File: src/rtl/handshake_rr_arbiter_if.sv
// rtl/handshake_rr_arbiter_if.sv - valid/ready bus bundle between the master bank, the arbiter and the sink
interface handshake_rr_arbiter_if #(
    parameter int WIDTH = 8,
    parameter int N     = 4
);
    localparam int IDW = (N > 1) ? $clog2(N) : 1;

    logic [N-1:0]       s_valid;
    logic [N*WIDTH-1:0] s_data;
    logic [N-1:0]       s_ready;
    logic               m_valid;
    logic [WIDTH-1:0]   m_data;
    logic               m_ready;
    logic [N-1:0]       grant;
    logic [IDW-1:0]     grant_id;

    // Environment side: masters plus the downstream sink.
    modport master (
        output s_valid, s_data, m_ready,
        input  s_ready, m_valid, m_data, grant, grant_id
    );

    // Arbiter side.
    modport slave (
        input  s_valid, s_data, m_ready,
        output s_ready, m_valid, m_data, grant, grant_id
    );
endinterface

File: src/rtl/handshake_rr_arbiter.sv
// rtl/handshake_rr_arbiter.sv - round-robin burst arbiter sharing one valid/ready sink among N masters
module handshake_rr_arbiter #(
    parameter int WIDTH     = 8,
    parameter int N         = 4,
    parameter int MAX_BURST = 4
) (
    input  logic                 clk,
    input  logic                 rst_n,
    handshake_rr_arbiter_if.slave bus
);
    localparam int IDW = (N > 1) ? $clog2(N) : 1;
    localparam int CW  = $clog2(MAX_BURST + 1);
    localparam logic [CW-1:0] LAST_BEAT = CW'(MAX_BURST - 1);

    typedef enum logic {IDLE, GRANT} state_e;

    state_e         state_q, state_d;
    logic [IDW-1:0] gid_q, gid_d;
    logic [IDW-1:0] ptr_q, ptr_d;
    logic [CW-1:0]  cnt_q, cnt_d;

    logic           g_valid;
    logic           hs;
    logic           release_c;
    logic [IDW-1:0] next_ptr;
    logic [IDW-1:0] scan_base;
    logic           sel_found;
    logic [IDW-1:0] sel_idx;

    function automatic logic [IDW-1:0] wrap_add(logic [IDW-1:0] base, int k);
        int s;
        s = int'(base) + k;
        if (s >= N) s = s - N;
        return IDW'(s);
    endfunction

    assign g_valid   = bus.s_valid[gid_q];
    assign hs        = (state_q == GRANT) && g_valid && bus.m_ready;
    assign next_ptr  = (gid_q == IDW'(N - 1)) ? '0 : gid_q + 1'b1;
    assign release_c = (state_q == GRANT) && ((hs && (cnt_q == LAST_BEAT)) || !g_valid);

    // On release the scan starts just past the holder, so it is seen last and
    // only wins again when it is the sole requester.
    assign scan_base = (state_q == GRANT) ? next_ptr : ptr_q;

    always_comb begin
        sel_found = 1'b0;
        sel_idx   = '0;
        for (int k = 0; k < N; k++) begin
            if (!sel_found && bus.s_valid[wrap_add(scan_base, k)]) begin
                sel_found = 1'b1;
                sel_idx   = wrap_add(scan_base, k);
            end
        end
    end

    always_ff @(posedge clk or negedge rst_n) begin
        if (!rst_n) begin
            state_q <= IDLE;
            gid_q   <= '0;
            ptr_q   <= '0;
            cnt_q   <= '0;
        end else begin
            state_q <= state_d;
            gid_q   <= gid_d;
            ptr_q   <= ptr_d;
            cnt_q   <= cnt_d;
        end
    end

    always_comb begin
        state_d = state_q;
        gid_d   = gid_q;
        ptr_d   = ptr_q;
        cnt_d   = cnt_q;
        case (state_q)
            IDLE: begin
                if (sel_found) begin
                    state_d = GRANT;
                    gid_d   = sel_idx;
                    cnt_d   = '0;
                end
            end
            GRANT: begin
                if (release_c) begin
                    ptr_d = next_ptr;
                    cnt_d = '0;
                    if (sel_found) begin
                        state_d = GRANT;
                        gid_d   = sel_idx;
                    end else begin
                        state_d = IDLE;
                        gid_d   = '0;
                    end
                end else if (hs) begin
                    cnt_d = cnt_q + 1'b1;
                end
            end
            default: state_d = IDLE;
        endcase
    end

    always_comb begin
        bus.grant    = '0;
        bus.grant_id = gid_q;
        bus.m_valid  = 1'b0;
        bus.m_data   = '0;
        bus.s_ready  = '0;
        if (state_q == GRANT) begin
            bus.grant[gid_q]   = 1'b1;
            bus.m_valid        = g_valid;
            bus.m_data         = bus.s_data[int'(gid_q) * WIDTH +: WIDTH];
            bus.s_ready[gid_q] = bus.m_ready;
        end
    end
endmodule

File: src/flat_wrapper.sv
// flat-port wrapper written by rule: the top's interface ports become plain ports
module handshake_rr_arbiter_flat 
#(
    parameter int WIDTH     = 8,
    parameter int N         = 4,
    parameter int MAX_BURST = 4
)
  (clk, rst_n, bus_s_valid, bus_s_data, bus_m_ready, bus_s_ready, bus_m_valid, bus_m_data, bus_grant, bus_grant_id);
  handshake_rr_arbiter_if #(.WIDTH(WIDTH), .N(N)) bus_i ();
  input  logic clk;
  input  logic rst_n;
  input wire logic [$bits(bus_i.s_valid)-1:0] bus_s_valid;
  input wire logic [$bits(bus_i.s_data)-1:0] bus_s_data;
  input wire logic [$bits(bus_i.m_ready)-1:0] bus_m_ready;
  output wire logic [$bits(bus_i.s_ready)-1:0] bus_s_ready;
  output wire logic [$bits(bus_i.m_valid)-1:0] bus_m_valid;
  output wire logic [$bits(bus_i.m_data)-1:0] bus_m_data;
  output wire logic [$bits(bus_i.grant)-1:0] bus_grant;
  output wire logic [$bits(bus_i.grant_id)-1:0] bus_grant_id;
  assign bus_i.s_valid = bus_s_valid;
  assign bus_i.s_data = bus_s_data;
  assign bus_i.m_ready = bus_m_ready;
  assign bus_s_ready = bus_i.s_ready;
  assign bus_m_valid = bus_i.m_valid;
  assign bus_m_data = bus_i.m_data;
  assign bus_grant = bus_i.grant;
  assign bus_grant_id = bus_i.grant_id;
  handshake_rr_arbiter #(.WIDTH(WIDTH), .N(N), .MAX_BURST(MAX_BURST)) u_core (.clk(clk), .rst_n(rst_n), .bus(bus_i));
endmodule
File: config.mk
export PLATFORM = sky130hd
export DESIGN_NAME = handshake_rr_arbiter_flat
export DESIGN_NICKNAME = d
export VERILOG_FILES = /design/src/rtl/handshake_rr_arbiter_if.sv /design/src/rtl/handshake_rr_arbiter.sv /design/src/flat_wrapper.sv
export SDC_FILE = /design/constraint.sdc
export NUM_CORES = 1
export LEC_CHECK = 0
export CAP_MARGIN = 10
export CORE_MARGIN = 4
export CORE_UTILIZATION = 41
export DETAILED_ROUTE_END_ITERATION = 10
export PLACE_DENSITY = 0.85
export SLEW_MARGIN = 5
export SYNTH_ARGS = -nofsm -noshare
export SYNTH_HDL_FRONTEND = slang
export SYNTH_SLANG_ARGS = --single-unit
export TNS_END_PERCENT = 100
File: constraint.sdc
create_clock -name clk -period 7.5 [get_ports clk]
set_clock_uncertainty 0.1 [all_clocks]
set_input_delay 1.5 -clock clk [delete_from_list [all_inputs] [get_ports clk]]
set_output_delay 1.5 -clock clk [all_outputs]
set_load 0.02 [all_outputs]
== After elaboration in Yosys (flattened, before gate mapping) ==
Index checks and enable logic that the tools add are counted.

* Output and inout port bits: 19
* Flip-flop bits (word level): 8

* Muxes and demuxes: 41
* Shift operators: 1
* Magnitude comparators: 10
* $add $sub $neg: 9
* Bitwise operators: 2
* Reductions and logical operators: 16
* Equality and inequality tests: 5

{| class="wikitable"
|+ Operators by type and width
! cell !! count
|-
| $shiftx 32x6->8 || 1
|-
| $mux 2 || 13
|-
| $lt 2x3->1 const B || 5
|-
| $mux 1 || 13
|-
| $bmux 1 s2 || 5
|-
| $ge 3x3->1 const B || 3
|-
| $mux 3 || 3
|-
| $logic_and 1x1->1 || 8
|-
| $mux 4 || 2
|-
| $mux 8 || 1
|-
| $sub 2x1->2 const B || 4
|-
| $add 2x2->3 const B || 2
|-
| $pmux 3 s2 || 1
|-
| $reduce_and 2->1 || 3
|-
| $and 4x4->4 || 1
|-
| $logic_not 1->1 || 4
|-
| $pmux 2 s2 || 1
|-
| $add 2x1->3 const B || 1
|-
| $add 3x1->3 const B || 1
|-
| $eq 3x2->1 const B || 1
|-
| $ge 2x3->1 const B || 1
|-
| $ne 3x3->1 const B || 1
|-
| $add 2x1->2 const B || 1
|-
| $demux 1 s2 || 1
|-
| 7 further kinds || 7
|}

== Logic depth before layout (Yosys ltp) ==
* Depth in word-level cells: 20
* Gate-level depth with buffers: 9
* Gate-level depth less buffers: 8

== Worst setup path after synthesis ==
OpenSTA, ideal clock, no wires.

* Kind: input-to-output
* Start: input bus_s_valid[3]
* End: output bus_m_valid
* Stages: 4
* Buffers on the path: 1
* Slack: 3632 ps
* Arrival: 2268 ps
* Required time: 5900 ps
* Path through: buf_6 mux4_2 nand2_1 inv_2

* Longest elaborated chain between the ends: 3

{| class="wikitable"
|+ Ends and longest elaborated chain
! what !! RTL line !! source
|-
| start: declaration || flat_wrapper.sv:12 || <nowiki>input wire logic [$bits(bus_i.s_valid)-1:0] bus_s_valid;</nowiki>
|-
| $bmux 1 s2 || handshake_rr_arbiter.sv:37 || <nowiki>assign g_valid = bus.s_valid[gid_q];</nowiki>
|-
| $mux 1 (not written as such) || handshake_rr_arbiter.sv:37 ||
|-
| $mux 1 || handshake_rr_arbiter.sv:109 || <nowiki>if (state_q == GRANT) begin</nowiki>
|-
| end: declaration || flat_wrapper.sv:16 || <nowiki>output wire logic [$bits(bus_i.m_valid)-1:0] bus_m_valid;</nowiki>
|}

Every way passes these cells. The select of a mux whose other input is x is not followed.

== Worst setup path in the final report ==
Same ends and word-level chain as after synthesis.

==> summary.md <==
| Metric | Value |
|---|---|
| Most common library cells after synthesis | and2_1, nand2_1, mux4_2 |
| Count of cell types in the netlist | 41 |
| TritonCTS clock tree | built |
| CP max stage delay | 0.56 ns |
| Critical path class | primary input to output pin |
| Die X | 58.2 um |
| Routing usage on met3 | 0.0535 |
| Critical Path Sink | bus_m_valid |
| Crit path depth | 5 |
| Vias/cell | 5.78 |
| Sequential share of power | 0.179 |
| Pins Over Slew Limit | 0 |
| DRT iter0 DRCs | 64 |
| Vias in the first global route | 1020 |
| Max_cap viols | 0 |
| Initial Util | 0.449 |
| DIE HEIGHT | 58.2 um |
| Critical-path cell list | clkdlybuf4s50_1 -> mux4_2 -> nand2_1 -> inv_2 -> clkdlybuf4s50_1 |
| Max Root-Sink Buffers | 2 |
| CTS Sinks | 8 |
| Worst R2R Start | u_core.bus.grant_id[0] |
| Resized cells post-CTS | 0 |
| Clock Power Share | 0.060 |
| Largest net degree at the start of global routing | 26 |
| CP Launch Type | primary input |
| Antenna violations before repair | 0 |
| Fin crit share | 0.657 |
| IO Port Bufs | 57 |
| Avg Cell Area, Syn | 9.30 um^2 |
| CP bufs+invs | 3 |
| Met2 GRT Util | 0.319 |
| Fmax achieved | 0.203 GHz |
| Global-route wire length before repair | 4850 um |
| Synth area leaders | mux4_2, dfrtp_1, and2_1, ha_1, nand2_1 |
| Switching portion of total power | 0.448 |
| Clk slew on worst S/H paths | 0.05 ns |
| Main synth FF type | dfrtp_1 |
| Inserted Clock Buffers | 3 |
| Final hold viol count | 0 |
| Dpl hpwl | 2580 um |
| Syn Nets | 156 |
| GR Util All Layers | 0.186 |
| Status | finished clean |
| LEAKAGE | 0.651 nW |
| Post-Place Cells | 189 |
| Max FO, Critical Path | 9 |
| R2R Setup Slk | 4.64 ns |
| Yosys reg bits | 8 |
| H-tree levels | 1 |
| GR met1 Demand/Resource | 0.226 |
| Register area share after synthesis | 0.194 |
| Setup TNS | 0 ns |
| Min Tclk post-route | 4.93 ns |
| Layout area overhead | 56.0% |
| Final wirelength | 3200 um |
| GRT overflow | 0 |
| Worst path required time | 5.90 ns |
| Nets | 211 |
| Crit. End Element | output pin |
| Peak supply drop | 0.000245 V |
| Filler cells | 169 |
| Layout cell share with drive strength beyond 1 | 0.128 |
| Synth top area share | 0.196 |
| Final antenna-violating net count | 0 |
| Int Power | 302 uW |
| Cell count of the worst reg-to-reg path | 7 |
| CTS Hold Bufs | 0 |
| CP arrival | 3.33 ns |
| Family with the most delay on the worst path | buffers and inverters |
| Row Count | 17 |
| # setup viols final | 0 |
| Hold/Removal Path Class | register to register |
| Post-CTS setup buffer count | 0 |
| Vias post-DR | 1109 |
| Core region area | 2300 um^2 |
| Clk Latency, worst-skew pair | 0.25 ns |
| Reg2reg end | u_core.bus.grant_id[1] |
| Clock root buffer | clkbuf_4 |
| Gate power share | 0.761 |
| CP most frequent cell | clkdlybuf4s50_1 |
| Count of TritonRoute iterations in the first routing pass | 4 |
| Pre-CTS setup slack | 2.58 ns |
| Ports | 58 |
| Number of remaining DRC errors | 0 |
| Worst Max-Slew Pin Slew | 0.754 ns |
| RSZ-0062 raised after global routing | no |
| Reg area | 200 um^2 |
| # diodes | 0 |
| Rel. slew slack | 0.498 |
| GP Congestion | 1.02 |
| GR peak layer | met2 |
| Synth area leader | mux4_2 |
| Worst setup margin | 2.57 ns |
| Post-synth EDFFs | 0 |
| Multi-input logic area | 756 um^2 |
| Synth Warn # | 0 |
| Finished Layout Cells | 192 |
| Mapped Cells | 111 |
| Avg WL per Cell | 16.7 um |
| Slowest-stage cell, CP | mux4_2 |
| DIE AREA | 3380 um^2 |
| Most frequent cell after synthesis | and2_1 |
| Async SR Flop Fraction | 1.00 |
| NetSw | 245 uW |
| PwrDens | 340 nW/um^2 |
| CP Launch Point | bus_s_valid[3] |
| Post-Syn Area | 1030 um^2 |
[worst register-to-register path: cells and delay by family, from the launching register on]
| family | cells | cell delay (ns) |
|---|---|---|
| compound gates | 3 | 0.51 |
| fa+ha+maj | 1 | 0.37 |
| buf+inv | 1 | 0.16 |
| flops | 1 | 0.83 |
| mux | 1 | 0.42 |
| simple gates | 1 | 0.38 |
[cell usage in the layout (no fill, tap or decap), drive strengths merged, types with 2 or more instances in the layout]
cell type      count
o31ai              3
or2                3
o21ai              4
mux2               4
ha                 6
nor2               6
or3                3
and3               5
clkdlybuf4s50     57
inv                7
and2              13
clkbuf             3
nand3              3
nand2             10
a21oi              3
mux4               9
a221oi             2
dfrtp              8
[worst min-delay path by stage]
stage	start	to	cells past startpoint
final	u_core.ptr_q[0]	u_core.ptr_q[0]	1
after global routing	u_core.ptr_q[0]	u_core.ptr_q[0]	1
after CTS	u_core.ptr_q[0]	u_core.ptr_q[0]	1
after detailed placement	u_core.ptr_q[0]	u_core.ptr_q[0]	1
after global placement	u_core.ptr_q[0]	u_core.ptr_q[0]	1
after floorplan	u_core.ptr_q[0]	u_core.ptr_q[0]	1
[per-stage QoR]
stage / area (um^2) / power (mW) / util / hold WS (ns)
2_1_floorplan: 1030 / 0.363 / - / 0.373
3_3_place_gp: 1590 / 0.505 / 0.691 / 0.392
3_5_place_dp: 1590 / 0.514 / 0.691 / 0.392
4_1_cts: 1610 / 0.548 / 0.701 / 0.406
5_1_grt: 1610 / 0.584 / 0.701 / 0.425
6_report: 1610 / 0.547 / 0.701 / 0.404
[registers in the layout (all words and copies together), names as in the netlist]
register / count
u_core.cnt_q: 3
u_core.ptr_q: 2
u_core.bus.grant_id: 2
u_core.state_q: 1
[per-layer routing]
metal	share of wire	up-vias
li1	-	523
met1	0.39	495
met2	0.46	83
met3	0.13	8
met4	0.015	0
met5	0	-
[cell families (layout without fill, tap and decap cells)]
| family | count (synthesis) | count (layout) | share of synthesized area |
|---|---|---|---|
| flops | 8 | 8 | 0.194 |
| buf+inv | 14 | 67 | 0.0739 |
| fa+ha+maj | 6 | 6 | 0.0727 |
| mux | 14 | 14 | 0.253 |
| compound gates | 21 | 21 | 0.155 |
| simple gates | 48 | 48 | 0.251 |
[area by class of cell]
class                      instances  share of cell area
timing repair buffer              57               0.354
clock buffer                       3              0.0140
inverter                           7              0.0163
tap                               28              0.0218
sequential                         8               0.124
multi-input combinational         89               0.469
[power groups by stage]
stage | Clock [mW] | Combinational, mW | Sequential [mW]
detailed placement | 0 | 0.415 | 0.0998
CTS | 0.0337 | 0.416 | 0.0990
finish | 0.0329 | 0.416 | 0.0979
global route | 0.0362 | 0.442 | 0.105
floorplan | 0 | 0.282 | 0.0808
global placement | 0 | 0.407 | 0.0987
Note: power is estimated with default switching activity, not from simulation.
